===== src/rtl/ad9363_rx_pkg.sv =====
// Shared types and constants for the AD9363 receive loopback monitor.
// No logic is held here, so there is no latency and no backpressure.
package ad9363_rx_pkg;

    typedef enum logic [1:0] {
        ST_IDLE,
        ST_ARM,
        ST_MEASURE,
        ST_DONE
    } state_t;

    localparam int SAMPLE_W  = 12;
    localparam int ACC_W     = 28;
    localparam int GAP_TMR_W = 4;

    localparam logic [GAP_TMR_W-1:0] GAP_1R1T = 4'd2;
    localparam logic [GAP_TMR_W-1:0] GAP_2R2T = 4'd4;

    // Unsigned magnitude: -2048 maps to 12'h800 (2048) rather than wrapping.
    function automatic logic [SAMPLE_W-1:0] abs12(input logic [SAMPLE_W-1:0] x);
        return x[SAMPLE_W-1] ? ((~x) + SAMPLE_W'(1)) : x;
    endfunction

endpackage


===== src/rtl/ad9363_rx_chan_stat.sv =====
// Per-channel I/Q peak magnitude and positive zero-crossing count on I.
// Updates on the edge after accept; no backpressure, every accepted set is consumed.
module ad9363_rx_chan_stat
    import ad9363_rx_pkg::*;
#(
    parameter int WIN_W = 16
) (
    input  logic                clk,
    input  logic                rst_n,
    input  logic                clear,
    input  logic                accept,
    input  logic [SAMPLE_W-1:0] data_i,
    input  logic [SAMPLE_W-1:0] data_q,
    output logic [SAMPLE_W-1:0] peak_i,
    output logic [SAMPLE_W-1:0] peak_q,
    output logic [WIN_W-1:0]    zc
);

    logic [SAMPLE_W-1:0] abs_i;
    logic [SAMPLE_W-1:0] abs_q;
    logic                prev_neg;

    assign abs_i = abs12(data_i);
    assign abs_q = abs12(data_q);

    // prev_neg clears to 0, so the first sample of a window can never count.
    always_ff @(posedge clk) begin
        if (!rst_n || clear) begin
            peak_i   <= '0;
            peak_q   <= '0;
            zc       <= '0;
            prev_neg <= 1'b0;
        end else if (accept) begin
            if (abs_i > peak_i) peak_i <= abs_i;
            if (abs_q > peak_q) peak_q <= abs_q;
            if (prev_neg && !data_i[SAMPLE_W-1]) zc <= zc + WIN_W'(1);
            prev_neg <= data_i[SAMPLE_W-1];
        end
    end

endmodule


===== src/rtl/ad9363_rx_monitor.sv =====
// AD9363 RX loopback checker: windowed peak, zero-crossing, I0 DC sum and cadence errors.
// Results and done appear the cycle after the last accepted set; input is never stalled.
module ad9363_rx_monitor
    import ad9363_rx_pkg::*;
#(
    parameter int WIN_W     = 16,
    parameter int GAP_CNT_W = 8
) (
    input  logic                 clk,
    input  logic                 rst_n,
    input  logic                 mode_1r1t,
    input  logic                 rx_status,
    input  logic                 adc_valid,
    input  logic [11:0]          adc_data_i0,
    input  logic [11:0]          adc_data_q0,
    input  logic [11:0]          adc_data_i1,
    input  logic [11:0]          adc_data_q1,
    input  logic                 start,
    input  logic [WIN_W-1:0]     window_len,
    output logic                 busy,
    output logic                 done,
    output logic                 status_lost,
    output logic [11:0]          peak_i0,
    output logic [11:0]          peak_q0,
    output logic [11:0]          peak_i1,
    output logic [11:0]          peak_q1,
    output logic [WIN_W-1:0]     zc_i0,
    output logic [WIN_W-1:0]     zc_i1,
    output logic [27:0]          dc_sum_i0,
    output logic [GAP_CNT_W-1:0] gap_err_cnt
);

    state_t state, state_nxt;
    logic clear, accept, abort;

    logic                 mode_q;
    logic [WIN_W-1:0]     win_len_q;
    logic [WIN_W-1:0]     sample_cnt;
    logic [GAP_TMR_W-1:0] gap_tmr;
    logic [GAP_TMR_W-1:0] exp_gap;
    logic [GAP_CNT_W-1:0] gap_acc;
    logic [ACC_W-1:0]     dc_acc;
    logic                 lost_q;

    logic [SAMPLE_W-1:0]  c0_peak_i, c0_peak_q, c1_peak_i, c1_peak_q;
    logic [WIN_W-1:0]     c0_zc, c1_zc;

    logic [SAMPLE_W-1:0]  res_peak_i0, res_peak_q0, res_peak_i1, res_peak_q1;
    logic [WIN_W-1:0]     res_zc_i0, res_zc_i1;
    logic [ACC_W-1:0]     res_dc;
    logic [GAP_CNT_W-1:0] res_gap;

    always_comb begin
        state_nxt = state;
        clear     = 1'b0;
        accept    = 1'b0;
        abort     = 1'b0;
        case (state)
            ST_IDLE: begin
                if (start && window_len != '0) begin
                    clear     = 1'b1;
                    state_nxt = ST_ARM;
                end
            end
            ST_ARM: begin
                if (rx_status) state_nxt = ST_MEASURE;
            end
            ST_MEASURE: begin
                // Losing lock wins over a coincident final sample.
                if (!rx_status) begin
                    abort     = 1'b1;
                    state_nxt = ST_IDLE;
                end else if (adc_valid) begin
                    accept = 1'b1;
                    if (sample_cnt == win_len_q - WIN_W'(1)) state_nxt = ST_DONE;
                end
            end
            ST_DONE:  state_nxt = ST_IDLE;
            default:  state_nxt = ST_IDLE;
        endcase
    end

    always_ff @(posedge clk) begin
        if (!rst_n) state <= ST_IDLE;
        else        state <= state_nxt;
    end

    assign exp_gap = mode_q ? GAP_1R1T : GAP_2R2T;

    always_ff @(posedge clk) begin
        if (!rst_n) begin
            mode_q     <= 1'b0;
            win_len_q  <= '0;
            sample_cnt <= '0;
            gap_tmr    <= '0;
            gap_acc    <= '0;
            dc_acc     <= '0;
            lost_q     <= 1'b0;
        end else if (clear) begin
            mode_q     <= mode_1r1t;
            win_len_q  <= window_len;
            sample_cnt <= '0;
            gap_tmr    <= '0;
            gap_acc    <= '0;
            dc_acc     <= '0;
            lost_q     <= 1'b0;
        end else begin
            if (accept) begin
                sample_cnt <= sample_cnt + WIN_W'(1);
                gap_tmr    <= GAP_TMR_W'(1);
                // gap_tmr holds the clock distance since the previous accepted set.
                if (sample_cnt != '0 && gap_tmr != exp_gap && gap_acc != '1)
                    gap_acc <= gap_acc + GAP_CNT_W'(1);
                dc_acc <= dc_acc + {{(ACC_W-SAMPLE_W){adc_data_i0[SAMPLE_W-1]}}, adc_data_i0};
            end else if (gap_tmr != '1) begin
                gap_tmr <= gap_tmr + GAP_TMR_W'(1);
            end
            if (abort) lost_q <= 1'b1;
        end
    end

    ad9363_rx_chan_stat #(.WIN_W(WIN_W)) u_chan0 (
        .clk    (clk),
        .rst_n  (rst_n),
        .clear  (clear),
        .accept (accept),
        .data_i (adc_data_i0),
        .data_q (adc_data_q0),
        .peak_i (c0_peak_i),
        .peak_q (c0_peak_q),
        .zc     (c0_zc)
    );

    ad9363_rx_chan_stat #(.WIN_W(WIN_W)) u_chan1 (
        .clk    (clk),
        .rst_n  (rst_n),
        .clear  (clear),
        .accept (accept && !mode_q),
        .data_i (adc_data_i1),
        .data_q (adc_data_q1),
        .peak_i (c1_peak_i),
        .peak_q (c1_peak_q),
        .zc     (c1_zc)
    );

    always_ff @(posedge clk) begin
        if (!rst_n) begin
            res_peak_i0 <= '0;
            res_peak_q0 <= '0;
            res_peak_i1 <= '0;
            res_peak_q1 <= '0;
            res_zc_i0   <= '0;
            res_zc_i1   <= '0;
            res_dc      <= '0;
            res_gap     <= '0;
        end else if (state == ST_DONE) begin
            res_peak_i0 <= c0_peak_i;
            res_peak_q0 <= c0_peak_q;
            res_peak_i1 <= c1_peak_i;
            res_peak_q1 <= c1_peak_q;
            res_zc_i0   <= c0_zc;
            res_zc_i1   <= c1_zc;
            res_dc      <= dc_acc;
            res_gap     <= gap_acc;
        end
    end

    // In DONE the accumulators already hold the final window, so they drive the outputs directly.
    assign busy        = (state == ST_ARM) || (state == ST_MEASURE);
    assign done        = (state == ST_DONE);
    assign status_lost = lost_q;
    assign peak_i0     = done ? c0_peak_i : res_peak_i0;
    assign peak_q0     = done ? c0_peak_q : res_peak_q0;
    assign peak_i1     = done ? c1_peak_i : res_peak_i1;
    assign peak_q1     = done ? c1_peak_q : res_peak_q1;
    assign zc_i0       = done ? c0_zc     : res_zc_i0;
    assign zc_i1       = done ? c1_zc     : res_zc_i1;
    assign dc_sum_i0   = done ? dc_acc    : res_dc;
    assign gap_err_cnt = done ? gap_acc   : res_gap;

endmodule


===== config.mk =====
export PLATFORM = sky130hd
export DESIGN_NAME = ad9363_rx_monitor
export DESIGN_NICKNAME = d
export VERILOG_FILES = /design/src/rtl/ad9363_rx_pkg.sv /design/src/rtl/ad9363_rx_chan_stat.sv /design/src/rtl/ad9363_rx_monitor.sv
export SDC_FILE = /design/constraint.sdc
export NUM_CORES = 1
export LEC_CHECK = 0
export CAP_MARGIN = 0
export CORE_MARGIN = 8
export CORE_UTILIZATION = 48
export CTS_BUF_LIST = sky130_fd_sc_hd__clkbuf_2
export CTS_CLUSTER_SIZE = 25
export DETAILED_ROUTE_END_ITERATION = 10
export PLACE_DENSITY = 0.81
export SETUP_SLACK_MARGIN = 0.1
export SYNTH_ARGS = -nofsm -noshare
export SYNTH_HDL_FRONTEND = slang
export SYNTH_SLANG_ARGS = --single-unit
export TNS_END_PERCENT = 5

===== constraint.sdc =====
create_clock -name clk -period 8.05 [get_ports clk]
set_clock_uncertainty 0.2 [all_clocks]
set_input_delay 1.61 -clock clk [delete_from_list [all_inputs] [get_ports clk]]
set_output_delay 1.61 -clock clk [all_outputs]
set_load 0.02 [all_outputs]

==> results of run 1 <==
-- worst max path at each step --
stage | start | endpoint
3_5_place_dp | adc_data_q1[0] | u_chan1.peak_q[11]
3_3_place_gp | adc_data_q1[0] | u_chan1.peak_q[5]
5_1_grt | state[1] | gap_err_cnt[4]
2_1_floorplan | adc_data_i0[0] | u_chan0.peak_i[10]
6_report | state[1] | gap_err_cnt[3]
4_1_cts | state[1] | gap_err_cnt[6]
-- layout by cell type (no fill, tap or decap), types with 11 or more instances in the layout --
cell type	synthesis	final
dfxtp_1	274	274
clkdlybuf4s50_1	0	187
nor2_1	145	145
and2_1	118	118
mux2_2	116	116
nand2_1	113	112
clkbuf_2	0	108
ha_1	90	89
a21oi_1	81	81
xnor2_1	77	77
inv_1	74	74
o21ai_0	56	56
mux2i_1	56	56
xor2_1	44	44
nand3_1	45	44
nand4_1	33	33
a21o_1	23	23
nor3_1	16	16
or3_1	14	14
buf_4	0	14
o31ai_1	13	13
nor4_1	13	13
or4_1	12	12
and3_1	12	12
o21a_1	11	11
clkinv_1	1	11
-- power groups by stage --
stage          clock, mW  combinational (mW)  sequential (mW)
3_3_place_gp           0               0.576             1.46
2_1_floorplan          0               0.426             1.44
6_report            1.01               0.597             1.43
3_5_place_dp           0               0.593             1.46
4_1_cts             1.05               0.597             1.43
5_1_grt             1.14               0.660             1.43
-- logic make-up after synthesis --
| logic type | count (synthesis) | synth area share [%] |
|---|---|---|
| DFF | 274 | 37.7 |
| AOI/OAI and AO/OA | 241 | 10.5 |
| adders and majority gates | 91 | 7.88 |
| muxes | 172 | 12.8 |
| and+or+nand+nor | 566 | 20.0 |
| xor gates and xnor gates | 121 | 7.29 |
| buffers and inverters | 143 | 3.74 |
-- registers in the layout (all words and copies together) (netlist names), 4 cells and up --
register / count
u_chan1.zc: 16
gap_tmr: 4
u_chan0.peak_q: 12
u_chan1.peak_i: 12
res_zc_i0: 16
dc_acc: 28
gap_acc: 8
win_len_q: 16
u_chan0.peak_i: 12
sample_cnt: 16
res_peak_q0: 12
res_zc_i1: 16
res_peak_i0: 12
res_dc: 28
res_gap: 8
u_chan1.peak_q: 12
res_peak_q1: 12
res_peak_i1: 12
u_chan0.zc: 16
-- routing by layer --
layer	GRT usage, %	up-vias
li1	-	6062
met1	24.4	5788
met2	32.9	274
met3	4.80	49
met4	6.58	0
met5	0	-
-- final cells by class --
type                       instances  area, um^2
multi-input combinational       1191        8540
tap                              390         488
fill                            2590       12200
sequential                       274        5490
clock buffer                     108         541
timing repair buffer             202        1980
inverter                          75         282
antenna                            5        12.5
clock inverter                    18         145
-- critical path, stage by stage (launching register included) --
cell             delay [ps]
dfxtp_1                 470
ha_4                    840
buf_4                   720
mux2_2                  420
clkdlybuf4s50_1         600
-- per-stage QoR --
step	power [mW]	hold slack [ps]	util [%]
CTS	3.08	261	58.8
floorplan	1.87	237	-
detailed placement	2.05	248	56.5
global placement	2.03	244	56.5
finish	3.03	260	58.8
global route	3.23	284	58.8
==> results.sh, run 1 <==
export IMPL_async_flop_share_pct=0
export IMPL_top_layer="met4"
export IMPL_cts_htree_levels=3
export IMPL_crit_required_ps=6240
export IMPL_slew_headroom_pct=23.1
export IMPL_rsz0062_at_grt="false"
export IMPL_hold_viol_final=0
export IMPL_synth_top_cells_by_area="dfxtp_1, mux2_2, ha_1, and2_1, xnor2_1"
export IMPL_worstSkewPairLatency_ps=850
export IMPL_overflow=0
export IMPL_gp_congestion=0.892
export IMPL_wl_met2_um=17100
export IMPL_fmax_mhz=175
export IMPL_netlist_area_mm2=0.0145
export IMPL_final_area_mm2=0.0175
export IMPL_ant_nets=0
export IMPL_layout_setup_ws_ps=2340
export IMPL_root_buffer="clkbuf_2"
export IMPL_vias=12173
export IMPL_grt_pass1_vias=12296
export IMPL_crit_arrival_ps=3900
export IMPL_synthToLayoutAreaGrowth_pct=20.2
export IMPL_worstHoldStart="u_chan0.prev_neg"
export IMPL_drt_total_wl_um=36400
export IMPL_wl_per_cell_um=16.1
export IMPL_rr_worst_depth=8
export IMPL_min_period_over_period_pct=71.0
export IMPL_final_max_slew_viol_count=0
export IMPL_grt_max_degree=69
export IMPL_power_leakage_nw=6.76
export IMPL_whs_path_depth=2
export IMPL_dp_hpwl_um=26100
export IMPL_yosysTopAreaCell="dfxtp_1"
export IMPL_startpoint_type="flip-flop"
export IMPL_drc=0
export IMPL_die_area_mm2=0.0361
export IMPL_numCtsBuffers=75
export IMPL_r2r_start="state[1]"
export IMPL_die_w_um=190
export IMPL_crit_type="flip-flop to output pin"
export IMPL_synth_seq_area_share_pct=37.7
export IMPL_cp_max_fo=65
export IMPL_nNetsFinal=1980
export IMPL_coreArea_mm2=0.0297
export IMPL_rows=63
export IMPL_seqPwrFrac_pct=47.1
export IMPL_ios=189
export IMPL_cts_path_max_buffers=3
export IMPL_post_cts_resized=0
export IMPL_switchingPower_uw=975
export IMPL_port_buffers=188
export IMPL_peakVddDrop_v=0.0000857
export IMPL_synth_top_area_share_pct=37.7
export IMPL_cts_tree="built"
export IMPL_post_place_cells=2132
export IMPL_place_area_mm2=0.0168
export IMPL_drive_gt1_share_pct=14.5
export IMPL_die_y_um=190
export IMPL_grt_antenna_before_repair=4
export IMPL_initial_core_util_pct=48.9
export IMPL_fin_cells=2263
export IMPL_synth_avg_cell_area_um2=9.04
export IMPL_regToRegSetupSlack_ps=4890
export IMPL_internal_power_mw=2.06
export IMPL_combPwrFrac_pct=19.7
export IMPL_fin_tns_setup_ps=0
export IMPL_synth_commonest_cells="dfxtp_1, nor2_1, and2_1, mux2_2, nand2_1"
export IMPL_grt_use_total_pct=19.6
export IMPL_max_cap_viol_count=0
export IMPL_swShare_pct=32.1
export IMPL_syn_inst=1608
export IMPL_worstReg2RegEnd="u_chan1.zc[15]"
export IMPL_period_needed_ps=5710
export IMPL_synth_distinct_cells=65
export IMPL_yosysMostFrequentCell="dfxtp_1"
export IMPL_ctsHoldBuffers=0
export IMPL_clk_pin_slew_ps=90
export IMPL_ys_warn_count=0
export IMPL_ys_ff_latch=274
export IMPL_synth_edf_count=0
export IMPL_wl_met1_um=16400
export IMPL_postCtsSetupBuffers=0
export IMPL_tightest_slew_ps=1140
export IMPL_wl_met3_um=2160
export IMPL_status="finished, final reports clean"
export IMPL_endpoint_kind="output pin"
export IMPL_pwr_density_cell_mw_per_mm2=173
export IMPL_hold_end="u_chan0.prev_neg"
export IMPL_ys_flop_type="dfxtp_1"
export IMPL_synth_fp_nets=1769
export IMPL_drt_iter0_markers=586
export IMPL_cts_num_sinks=274
export IMPL_final_setup_viol_count=0
export IMPL_firstDrtPassIters=5
export IMPL_grt_pass1_wl_um=59900
export IMPL_post_place_ws_ps=2180
export IMPL_clkPwrFrac_pct=33.2
export IMPL_vias_per_cell=5.38
export IMPL_hp_class="flip-flop to flip-flop"
(Power assumes the default switching activity.)
==> inputs of run 2 (changes only) <==
Clock period 8.05 ns to 5.8 ns, I/O delays scaled along.
==> results.sh, run 2 (synthesized netlist as in run 1, its figures left out) <==
export IMPL_startpoint="state[0]"
export IMPL_die_w_um=190
export IMPL_endpoint_kind="output pin"
export IMPL_drive_gt1_share_pct=14.6
export IMPL_crit_type="flip-flop to output pin"
export IMPL_max_cap_viol_count=0
export IMPL_clk_pin_slew_ps=90
export IMPL_startpoint_type="flip-flop"
export IMPL_ios=189
export IMPL_dp_hpwl_um=26200
export IMPL_grt_use_total_pct=19.8
export IMPL_worstSkewPairLatency_ps=880
export IMPL_drt_total_wl_um=36300
export IMPL_worstReg2RegEnd="u_chan0.zc[8]"
export IMPL_peakVddDrop_v=0.000139
export IMPL_rows=63
export IMPL_grt_max_degree=79
export IMPL_drt_iter0_markers=624
export IMPL_switchingPower_mw=1.37
export IMPL_firstDrtPassIters=6
export IMPL_die_area_mm2=0.0361
export IMPL_crit_required_ps=4440
export IMPL_vias_per_cell=5.41
export IMPL_grt_antenna_before_repair=3
export IMPL_final_area_mm2=0.0175
export IMPL_port_buffers=188
export IMPL_combPwrFrac_pct=19.8
export IMPL_cp_max_fo=78
export IMPL_seqPwrFrac_pct=47.3
export IMPL_vias=12268
export IMPL_rr_worst_depth=6
export IMPL_grt_pass1_wl_um=60100
export IMPL_gp_congestion=0.900
export IMPL_swShare_pct=32.6
export IMPL_hold_viol_final=0
export IMPL_final_max_slew_viol_count=0
export IMPL_synthToLayoutAreaGrowth_pct=20.4
export IMPL_numCtsBuffers=76
export IMPL_crit_path_end="zc_i0[1]"
export IMPL_power_leakage_nw=6.77
export IMPL_nNetsFinal=1984
export IMPL_fin_tns_setup_ps=0
export IMPL_tightest_slew_ps=1140
export IMPL_period_needed_ps=4680
export IMPL_regToRegSetupSlack_ps=2320
export IMPL_post_cts_resized=0
export IMPL_cts_tree="built"
export IMPL_layout_common_cells="dfxtp_1, clkdlybuf4s50_1, nor2_1, and2_1, mux2_2"
export IMPL_min_period_over_period_pct=80.7
export IMPL_reg_top3="dc_acc x28, res_dc x28"
export IMPL_fmax_mhz=214
export IMPL_rsz0062_at_grt="false"
export IMPL_pwr_density_cell_mw_per_mm2=239
export IMPL_status="finished, final reports clean"
export IMPL_final_setup_viol_count=0
export IMPL_coreArea_mm2=0.0297
export IMPL_overflow=0
export IMPL_crit_arrival_ps=3320
export IMPL_cts_path_max_buffers=3
export IMPL_cts_num_sinks=274
export IMPL_internal_power_mw=2.82
export IMPL_clkPwrFrac_pct=32.9
export IMPL_postCtsSetupBuffers=0
export IMPL_root_buffer="clkbuf_2"
export IMPL_ant_nets=0
export IMPL_cts_htree_levels=3
export IMPL_layout_commonest_cell="dfxtp_1"
export IMPL_ctsHoldBuffers=0
export IMPL_place_area_mm2=0.0168
export IMPL_die_y_um=190
export IMPL_initial_core_util_pct=48.9
export IMPL_r2r_start="state[0]"
export IMPL_hp_class="flip-flop to flip-flop"
export IMPL_wl_per_cell_um=16.0
export IMPL_grt_pass1_vias=12460
export IMPL_drc=0
export IMPL_slew_headroom_pct=23.1
run 2: cell types whose count changed in the layout (fill, tap and decap cells not counted):
cell	before	now
buf_12	0	1
buf_4	14	16
bufinv_16	2	1
clkbuf_2	108	109
clkinv_1	11	15
clkinv_2	1	0
clkinv_4	4	2
diode_2	5	2
inv_6	0	3
run 2: cell type report:
type	count	area [um^2]
Fill cell	2659	12200
Multi-Input combinational cell	1191	8540
Sequential cell	274	5490
Timing Repair Buffer	205	2020
Clock buffer	109	546
Tap cell	390	488
Inverter	75	282
Clock inverter	21	134
Antenna cell	2	5.00
run 2: worst max-delay path: stages, from the launching register on:
cell	delay, ps
dfxtp_1	470
ha_4	560
buf_12	420
mux2_2	430
clkdlybuf4s50_1	560
run 2: routing by layer:
layer	GRT usage [%]	share of wire [%]
met4	8.75	3.0
met1	24.1	44
met5	0	0
met3	4.76	6.4
met2	32.8	46
run 2: how the worst min path moves through the flow:
stage / from / endpoint / slack (ps) / depth (start not counted)
floorplan: u_chan0.prev_neg / u_chan0.prev_neg / 240 / 2
global placement: u_chan0.prev_neg / u_chan0.prev_neg / 240 / 2
detailed placement: u_chan0.prev_neg / u_chan0.prev_neg / 250 / 2
CTS: u_chan0.prev_neg / u_chan0.prev_neg / 260 / 2
global route: dc_acc[13] / dc_acc[13] / 300 / 2
finish: u_chan0.prev_neg / u_chan0.prev_neg / 260 / 2
run 2: power groups by stage:
stage	Clock (mW)	Sequential [mW]	Combinational (mW)
after floorplan	0	2.00	0.591
after global placement	0	2.02	0.797
after detailed placement	0	2.02	0.823
after CTS	1.45	1.98	0.827
after global routing	1.56	1.99	0.912
final	1.38	1.98	0.829
run 2: through the flow:
stage	instances	power [mW]	setup WS, ps	util, %	hold WS (ps)
final	2267	4.19	1120	58.9	263
after global routing	2267	4.46	880	58.9	305
after CTS	2265	4.25	993	58.9	262
after detailed placement	2135	2.85	630	56.6	248
after global placement	2135	2.82	745	56.6	242
after floorplan	1608	2.59	1310	-	237
